[src/rtl/kcpsm6_pwm_pkg.sv]
// kcpsm6_pwm_pkg
//   Shared constants for the KCPSM6 PWM bank: period counter width and
//   register offsets relative to BASE_ADDR. Offsets after the duty block
//   depend on the channel count, so they are exposed as functions of NUM_CH.
package kcpsm6_pwm_pkg;

  localparam int CNT_W = 8;

  function automatic logic [7:0] ofs_enable(input int num_ch);
    return 8'(num_ch);
  endfunction

  function automatic logic [7:0] ofs_presc_lo(input int num_ch);
    return 8'(num_ch + 1);
  endfunction

  function automatic logic [7:0] ofs_presc_hi(input int num_ch);
    return 8'(num_ch + 2);
  endfunction

  function automatic logic [7:0] ofs_status(input int num_ch);
    return 8'(num_ch + 3);
  endfunction

  function automatic logic [7:0] ofs_count(input int num_ch);
    return 8'(num_ch + 4);
  endfunction

endpackage

[src/rtl/pwm_channel.sv]
// pwm_channel
//   One PWM channel: shadow duty register written from the port bus, active
//   duty that reloads only on the period boundary while enabled, and a
//   registered compare output.
// Ports:
//   clk, reset      system clock, synchronous active-low reset
//   i_wr            write strobe for this channel's DUTY register
//   i_wr_data       duty value to store in the shadow
//   i_boundary      period-boundary tick (counter wrapping 255 -> 0)
//   i_enable        channel enable bit
//   i_cnt           shared period counter
//   o_duty          shadow duty, for readback
//   o_pwm           registered PWM output
module pwm_channel
  import kcpsm6_pwm_pkg::*;
(
  input  logic             clk,
  input  logic             reset,
  input  logic             i_wr,
  input  logic [7:0]       i_wr_data,
  input  logic             i_boundary,
  input  logic             i_enable,
  input  logic [CNT_W-1:0] i_cnt,
  output logic [7:0]       o_duty,
  output logic             o_pwm
);

  logic [7:0] r_shadow;
  logic [7:0] r_active;
  logic       r_pwm;

  always_ff @(posedge clk) begin
    if (!reset) begin
      r_shadow <= '0;
      r_active <= '0;
      r_pwm    <= 1'b0;
    end else begin
      if (i_wr)
        r_shadow <= i_wr_data;
      // A running channel only picks up a new duty at the wrap so a period
      // is never cut short or stretched; an idle channel tracks the shadow
      // so it starts with the latest value the moment it is enabled.
      if (i_boundary || !i_enable)
        r_active <= r_shadow;
      r_pwm <= i_enable & (i_cnt < r_active);
    end
  end

  assign o_duty = r_shadow;
  assign o_pwm  = r_pwm;

endmodule

[src/rtl/kcpsm6_pwm_bank.sv]
// kcpsm6_pwm_bank
//   Multi-channel PWM peripheral on the KCPSM6 port bus. Holds the address
//   decode, the prescaler, the shared 8-bit period counter, the period
//   flag / interrupt and the registered read mux.
// Ports:
//   clk, reset      system clock, synchronous active-low reset
//   port_id         KCPSM6 port address
//   out_port        KCPSM6 write data
//   write_strobe    qualifies writes
//   read_strobe     qualifies reads (only used to clear STATUS)
//   in_port         registered read data
//   interrupt       period-complete interrupt request
//   interrupt_ack   KCPSM6 interrupt acknowledge
//   pwm_out         registered PWM outputs, bit i = channel i
module kcpsm6_pwm_bank
  import kcpsm6_pwm_pkg::*;
#(
  parameter int         NUM_CH    = 4,
  parameter logic [7:0] BASE_ADDR = 8'h00,
  parameter int         PRESC_W   = 16
) (
  input  logic              clk,
  input  logic              reset,
  input  logic [7:0]        port_id,
  input  logic [7:0]        out_port,
  input  logic              write_strobe,
  input  logic              read_strobe,
  output logic [7:0]        in_port,
  output logic              interrupt,
  input  logic              interrupt_ack,
  output logic [NUM_CH-1:0] pwm_out
);

  localparam logic [7:0] OFS_ENABLE   = ofs_enable(NUM_CH);
  localparam logic [7:0] OFS_PRESC_LO = ofs_presc_lo(NUM_CH);
  localparam logic [7:0] OFS_PRESC_HI = ofs_presc_hi(NUM_CH);
  localparam logic [7:0] OFS_STATUS   = ofs_status(NUM_CH);
  localparam logic [7:0] OFS_COUNT    = ofs_count(NUM_CH);

  logic [NUM_CH-1:0]  r_enable;
  logic [7:0]         r_presc_lo;
  logic [PRESC_W-1:0] r_presc_reg;
  logic [PRESC_W-1:0] r_presc_cnt;
  logic [CNT_W-1:0]   r_cnt;
  logic               r_flag;
  logic [7:0]         r_in_port;

  logic              w_in_win;
  logic [7:0]        w_ofs;
  logic              w_wr_enable;
  logic              w_wr_lo;
  logic              w_wr_hi;
  logic              w_rd_status;
  logic [15:0]       w_presc_full;
  logic              w_tick;
  logic              w_boundary;
  logic [7:0]        w_rd_data;
  logic [7:0]        w_duty_rd [NUM_CH];
  logic [NUM_CH-1:0] w_pwm;

  // Without the window check a port_id below BASE_ADDR would wrap into a
  // small offset and alias onto a register.
  assign w_in_win = (port_id >= BASE_ADDR);
  assign w_ofs    = port_id - BASE_ADDR;

  assign w_wr_enable = write_strobe & w_in_win & (w_ofs == OFS_ENABLE);
  assign w_wr_lo     = write_strobe & w_in_win & (w_ofs == OFS_PRESC_LO);
  assign w_wr_hi     = write_strobe & w_in_win & (w_ofs == OFS_PRESC_HI);
  assign w_rd_status = read_strobe  & w_in_win & (w_ofs == OFS_STATUS);

  assign w_presc_full = {out_port, r_presc_lo};
  assign w_tick       = (r_presc_cnt == r_presc_reg);
  assign w_boundary   = w_tick & (r_cnt == '1);

  always_ff @(posedge clk) begin
    if (!reset) begin
      r_enable    <= '0;
      r_presc_lo  <= '0;
      r_presc_reg <= '0;
      r_presc_cnt <= '0;
      r_cnt       <= '0;
      r_flag      <= 1'b0;
      r_in_port   <= '0;
    end else begin
      if (w_wr_enable)
        r_enable <= out_port[NUM_CH-1:0];
      if (w_wr_lo)
        r_presc_lo <= out_port;

      // Committing a new prescale restarts the tick phase so the first
      // tick after the write is a full prescale interval away.
      if (w_wr_hi) begin
        r_presc_reg <= w_presc_full[PRESC_W-1:0];
        r_presc_cnt <= '0;
      end else if (w_tick) begin
        r_presc_cnt <= '0;
      end else begin
        r_presc_cnt <= r_presc_cnt + PRESC_W'(1);
      end

      if (w_tick)
        r_cnt <= r_cnt + CNT_W'(1);

      // Set has priority so a boundary landing on an ack is never lost.
      if (w_boundary)
        r_flag <= 1'b1;
      else if (interrupt_ack || w_rd_status)
        r_flag <= 1'b0;

      r_in_port <= w_rd_data;
    end
  end

  always_comb begin
    w_rd_data = 8'h00;
    if (w_in_win) begin
      for (int i = 0; i < NUM_CH; i++) begin
        if (w_ofs == 8'(i))
          w_rd_data = w_duty_rd[i];
      end
      if (w_ofs == OFS_ENABLE)
        w_rd_data = 8'(r_enable);
      if (w_ofs == OFS_PRESC_LO)
        w_rd_data = 8'h00;
      if (w_ofs == OFS_STATUS)
        w_rd_data = {7'b0, r_flag};
      if (w_ofs == OFS_COUNT)
        w_rd_data = 8'(r_cnt);
    end
  end

  for (genvar g = 0; g < NUM_CH; g++) begin : g_ch
    pwm_channel u_ch (
      .clk        (clk),
      .reset      (reset),
      .i_wr       (write_strobe & w_in_win & (w_ofs == 8'(g))),
      .i_wr_data  (out_port),
      .i_boundary (w_boundary),
      .i_enable   (r_enable[g]),
      .i_cnt      (r_cnt),
      .o_duty     (w_duty_rd[g]),
      .o_pwm      (w_pwm[g])
    );
  end

  assign in_port   = r_in_port;
  assign interrupt = r_flag & (|r_enable);
  assign pwm_out   = w_pwm;

endmodule
[config.mk]
export PLATFORM = sky130hd
export DESIGN_NAME = kcpsm6_pwm_bank
export DESIGN_NICKNAME = d
export VERILOG_FILES = /design/src/rtl/kcpsm6_pwm_pkg.sv /design/src/rtl/pwm_channel.sv /design/src/rtl/kcpsm6_pwm_bank.sv
export SDC_FILE = /design/constraint.sdc
export NUM_CORES = 1
export LEC_CHECK = 0
export ABC_CLOCK_PERIOD_IN_PS = 4750
export BUFFER_PORTS_ARGS = -buffer_cell sky130_fd_sc_hd__buf_4
export CORE_MARGIN = 5
export CORE_UTILIZATION = 50
export CTS_BUF_LIST = sky130_fd_sc_hd__clkbuf_8
export CTS_CLUSTER_DIAMETER = 30
export CTS_CLUSTER_SIZE = 25
export DETAILED_ROUTE_END_ITERATION = 6
export PLACE_DENSITY = 0.79
export SETUP_SLACK_MARGIN = 0.1
export SLEW_MARGIN = 15
export SYNTH_ARGS = -nofsm -noshare
export SYNTH_HDL_FRONTEND = slang
export SYNTH_HIERARCHICAL = 1
export SYNTH_SLANG_ARGS = --single-unit
[constraint.sdc]
create_clock -name clk -period 4.75 [get_ports clk]
set_clock_uncertainty 0.1 [all_clocks]
set_input_delay 0.2375 -clock clk [delete_from_list [all_inputs] [get_ports clk]]
set_output_delay 0.2375 -clock clk [all_outputs]
set_load 0.005 [all_outputs]
==> out/results.txt <==
Die X - 121 µm
final hold viol count - 0
Max-Cap Viols - 0
area of the multi-input gates - 3240 µm²
highest clock rate - 0.324 GHz
crit path DAT - 3330 ps
initial antenna violation count - 0
fin nets - 722
maximum VDD drop - 0.238 mV
drt initial violations - 303
post-synthesis adder-cell area fraction - 6.11%
First-pass DRT Iterations - 5
io pins - 34
busiest layer in global routing - met2
share of post-route cells with drive strength above 1 - 11.1%
post-synthesis mux area share - 13.0%
routing usage on met2 - 34.7%
HP Start - out_port[7]
sequential cell area - 2580 µm²
Pwr per Cell Area - 327 nW/µm²
critical path type - flop to flop
max-slew violation count - 0
Layout area overhead - 11.9%
vias per inst - 5.75
mean post-synth cell area - 9.42 µm²
Slew headroom - 34.8%
crit share post-route - 64.9%
die height - 121 µm
grt met1 use - 25.3%
synthesized flop and latch total - 129
crit path time final - 3080 ps
Net Sw Power - 0.484 mW
EDFF count, synth - 0
fraction of registers with async set/reset - 0%
CTS Buf Count - 17
Setup-failing EPs final - 0
Post-Synth XOR/XNOR Area - 4.42%
clock tree buffer depth - 2
Final Util - 57.2%
dpl cells - 798
reg2reg setup slack - 1670 ps
hold crit path type - primary input to flop
Crit Path Max Fanout - 9
commonest cells after routing, fill and taps aside - dfxtp_1, nand2_1, mux2i_1, nor2_1, inv_1
Initial Util - 51.1%
Int Power - 1.76 mW
input/output buffers - 33
Antenna Cells - 0
Comb pwr share - 4.3%
Simple-Gate Fraction of Synth Area - 19.0%
Hold WS - 30.7 ps
# DRC - 0
Mapped Nets - 703
Tot Pwr - 2.25 mW
GRT overflow - 0
average wire per standard cell - 17.9 µm
ys flop type - dfxtp_1
Flop pwr share - 48.7%
vias - 4782
Least-Margin Pin Slew - 971 ps
combinational family with the most area after synthesis - simple AND/OR/NAND/NOR gates
Core Box Area - 12000 µm²
dpl hpwl - 10500 µm
# rows - 40
routed wire length - 14900 µm
clock sinks - 129
sequential area share after synthesis - 42.1%
post-synth cell types - 50
Clk pwr share - 47.0%
Setup crit start kind - flop
Post-Synthesis Cell Area - 6140 µm²
clock root buffer master - clkbuf_8
Filler cells - 1016
largest net degree at the start of global routing - 80
Pleak - 2.44 nW
commonest non-fill, non-tap cell in the layout - dfxtp_1
switching share of power - 21.5%
RSZ-0062 raised after global routing - no
Yosys warnings - 6
CTS tree - built
GPL Wtd Cong - 0.833
Worst-path clk slew - 70 ps
Post-CTS Resized - 0
Synth Instances - 652
final cell count without fillers - 831
Worst EP required - 4990 ps
status - finished, final reports clean
DIE AREA - 14600 µm²
overall routing resource usage - 20.9%
clk_lat worst skew - 430 ps
first-pass GRT wire length - 23700 µm
Crit Reg-Reg Startpoint - r_presc_cnt[2]
H-Tree Depth - 4
crit path from - r_presc_cnt[2]
vias in the first global route - 4773
crit path capture type - flop
setup_tns - 0 ps
Synth Area in Compound Gates - 10.3%
Final ANT Viol Nets - 0
met3 Use GR - 5.14%
[logic make-up (layout without fill, tap and decap cells)]
| kind of cell | after synthesis | count (layout) |
|---|---|---|
| flip-flops | 129 | 129 |
| multiplexers | 71 | 71 |
| AND/OR/NAND/NOR | 236 | 236 |
| XOR/XNOR | 31 | 31 |
| AO/OA/AOI/OAI | 83 | 83 |
| buffers and inverters | 72 | 104 |
| adder cells (fa/ha/maj) | 30 | 30 |
[synthesized netlist by cell type, types with 5 or more instances]
cell type	instances	area, µm²
a21boi_0	32	240
buf_2	8	40.0
clkbuf_1	17	63.8
clkbuf_2	5	25.0
dfxtp_1	129	2580
ha_1	30	375
inv_1	37	139
mux2i_1	64	641
mux4_2	7	158
nand2_1	85	319
nand2b_1	7	43.8
nand3_1	12	60.1
nand4_1	5	31.3
nor2_1	56	210
nor2b_1	37	231
nor4_1	6	37.5
o21ai_0	9	45.0
xnor2_1	8	70.1
xor2_1	23	201
[power by group through the flow]
stage,combinational (mW),sequential (mW),clock (mW)
floorplan,0.0582,1.11,0
global placement,0.0910,1.12,0
detailed placement,0.0949,1.12,0
CTS,0.0965,1.10,1.07
global route,0.105,1.09,1.12
finish,0.0971,1.10,1.06
[path summary, 6_finish.rpt]
path,end,cells past startpoint
setup / recovery,g_ch[3].u_ch/r_active[4],8
hold / removal,r_presc_lo[7],3
setup reg to reg,g_ch[3].u_ch/r_active[4],8
hold reg to reg,g_ch[2].u_ch/r_active[0],2
[cell type report]
| type | instances | area share (%) |
|---|---|---|
| Inverter | 37 | 2.02 |
| Clock inverter | 10 | 2.28 |
| Tap cell | 147 | 2.68 |
| Sequential cell | 129 | 37.6 |
| Clock buffer | 22 | 4.41 |
| Multi-Input combinational cell | 451 | 47.2 |
| Timing Repair Buffer | 35 | 3.86 |
[layer usage]
| layer | vias to the layer above | wire length (µm) |
|---|---|---|
| met5 | - | 0 |
| met3 | 32 | 1070 |
| met1 | 2290 | 6110 |
| met2 | 183 | 7230 |
| met4 | 0 | 452 |
| li1 | 2277 | - |
[critical path: stages, from the launching register on]
cell      delay (ps)
dfxtp_1          490
xor2_1           110
nor4_1           360
and4_1           550
nand2_1          200
nor2_1           500
nand2b_1         360
nand2_1          100
a21boi_0         220
[what timing repair did]
item                                    4_1_cts  5_1_grt
endpoints found under the setup margin        0        0
hold buffers                                  1        0
setup buffers                                 0        0
endpoints found under the hold margin         1        0
[stage by stage]
step	instance area (µm²)	worst slack, ps
after floorplan	6140	2420
after global placement	6400	1790
after global routing	6870	1480
after detailed placement	6400	1700
final	6870	1670
after CTS	6870	1760
No activity file was read; power rests on OpenSTA's default activity.
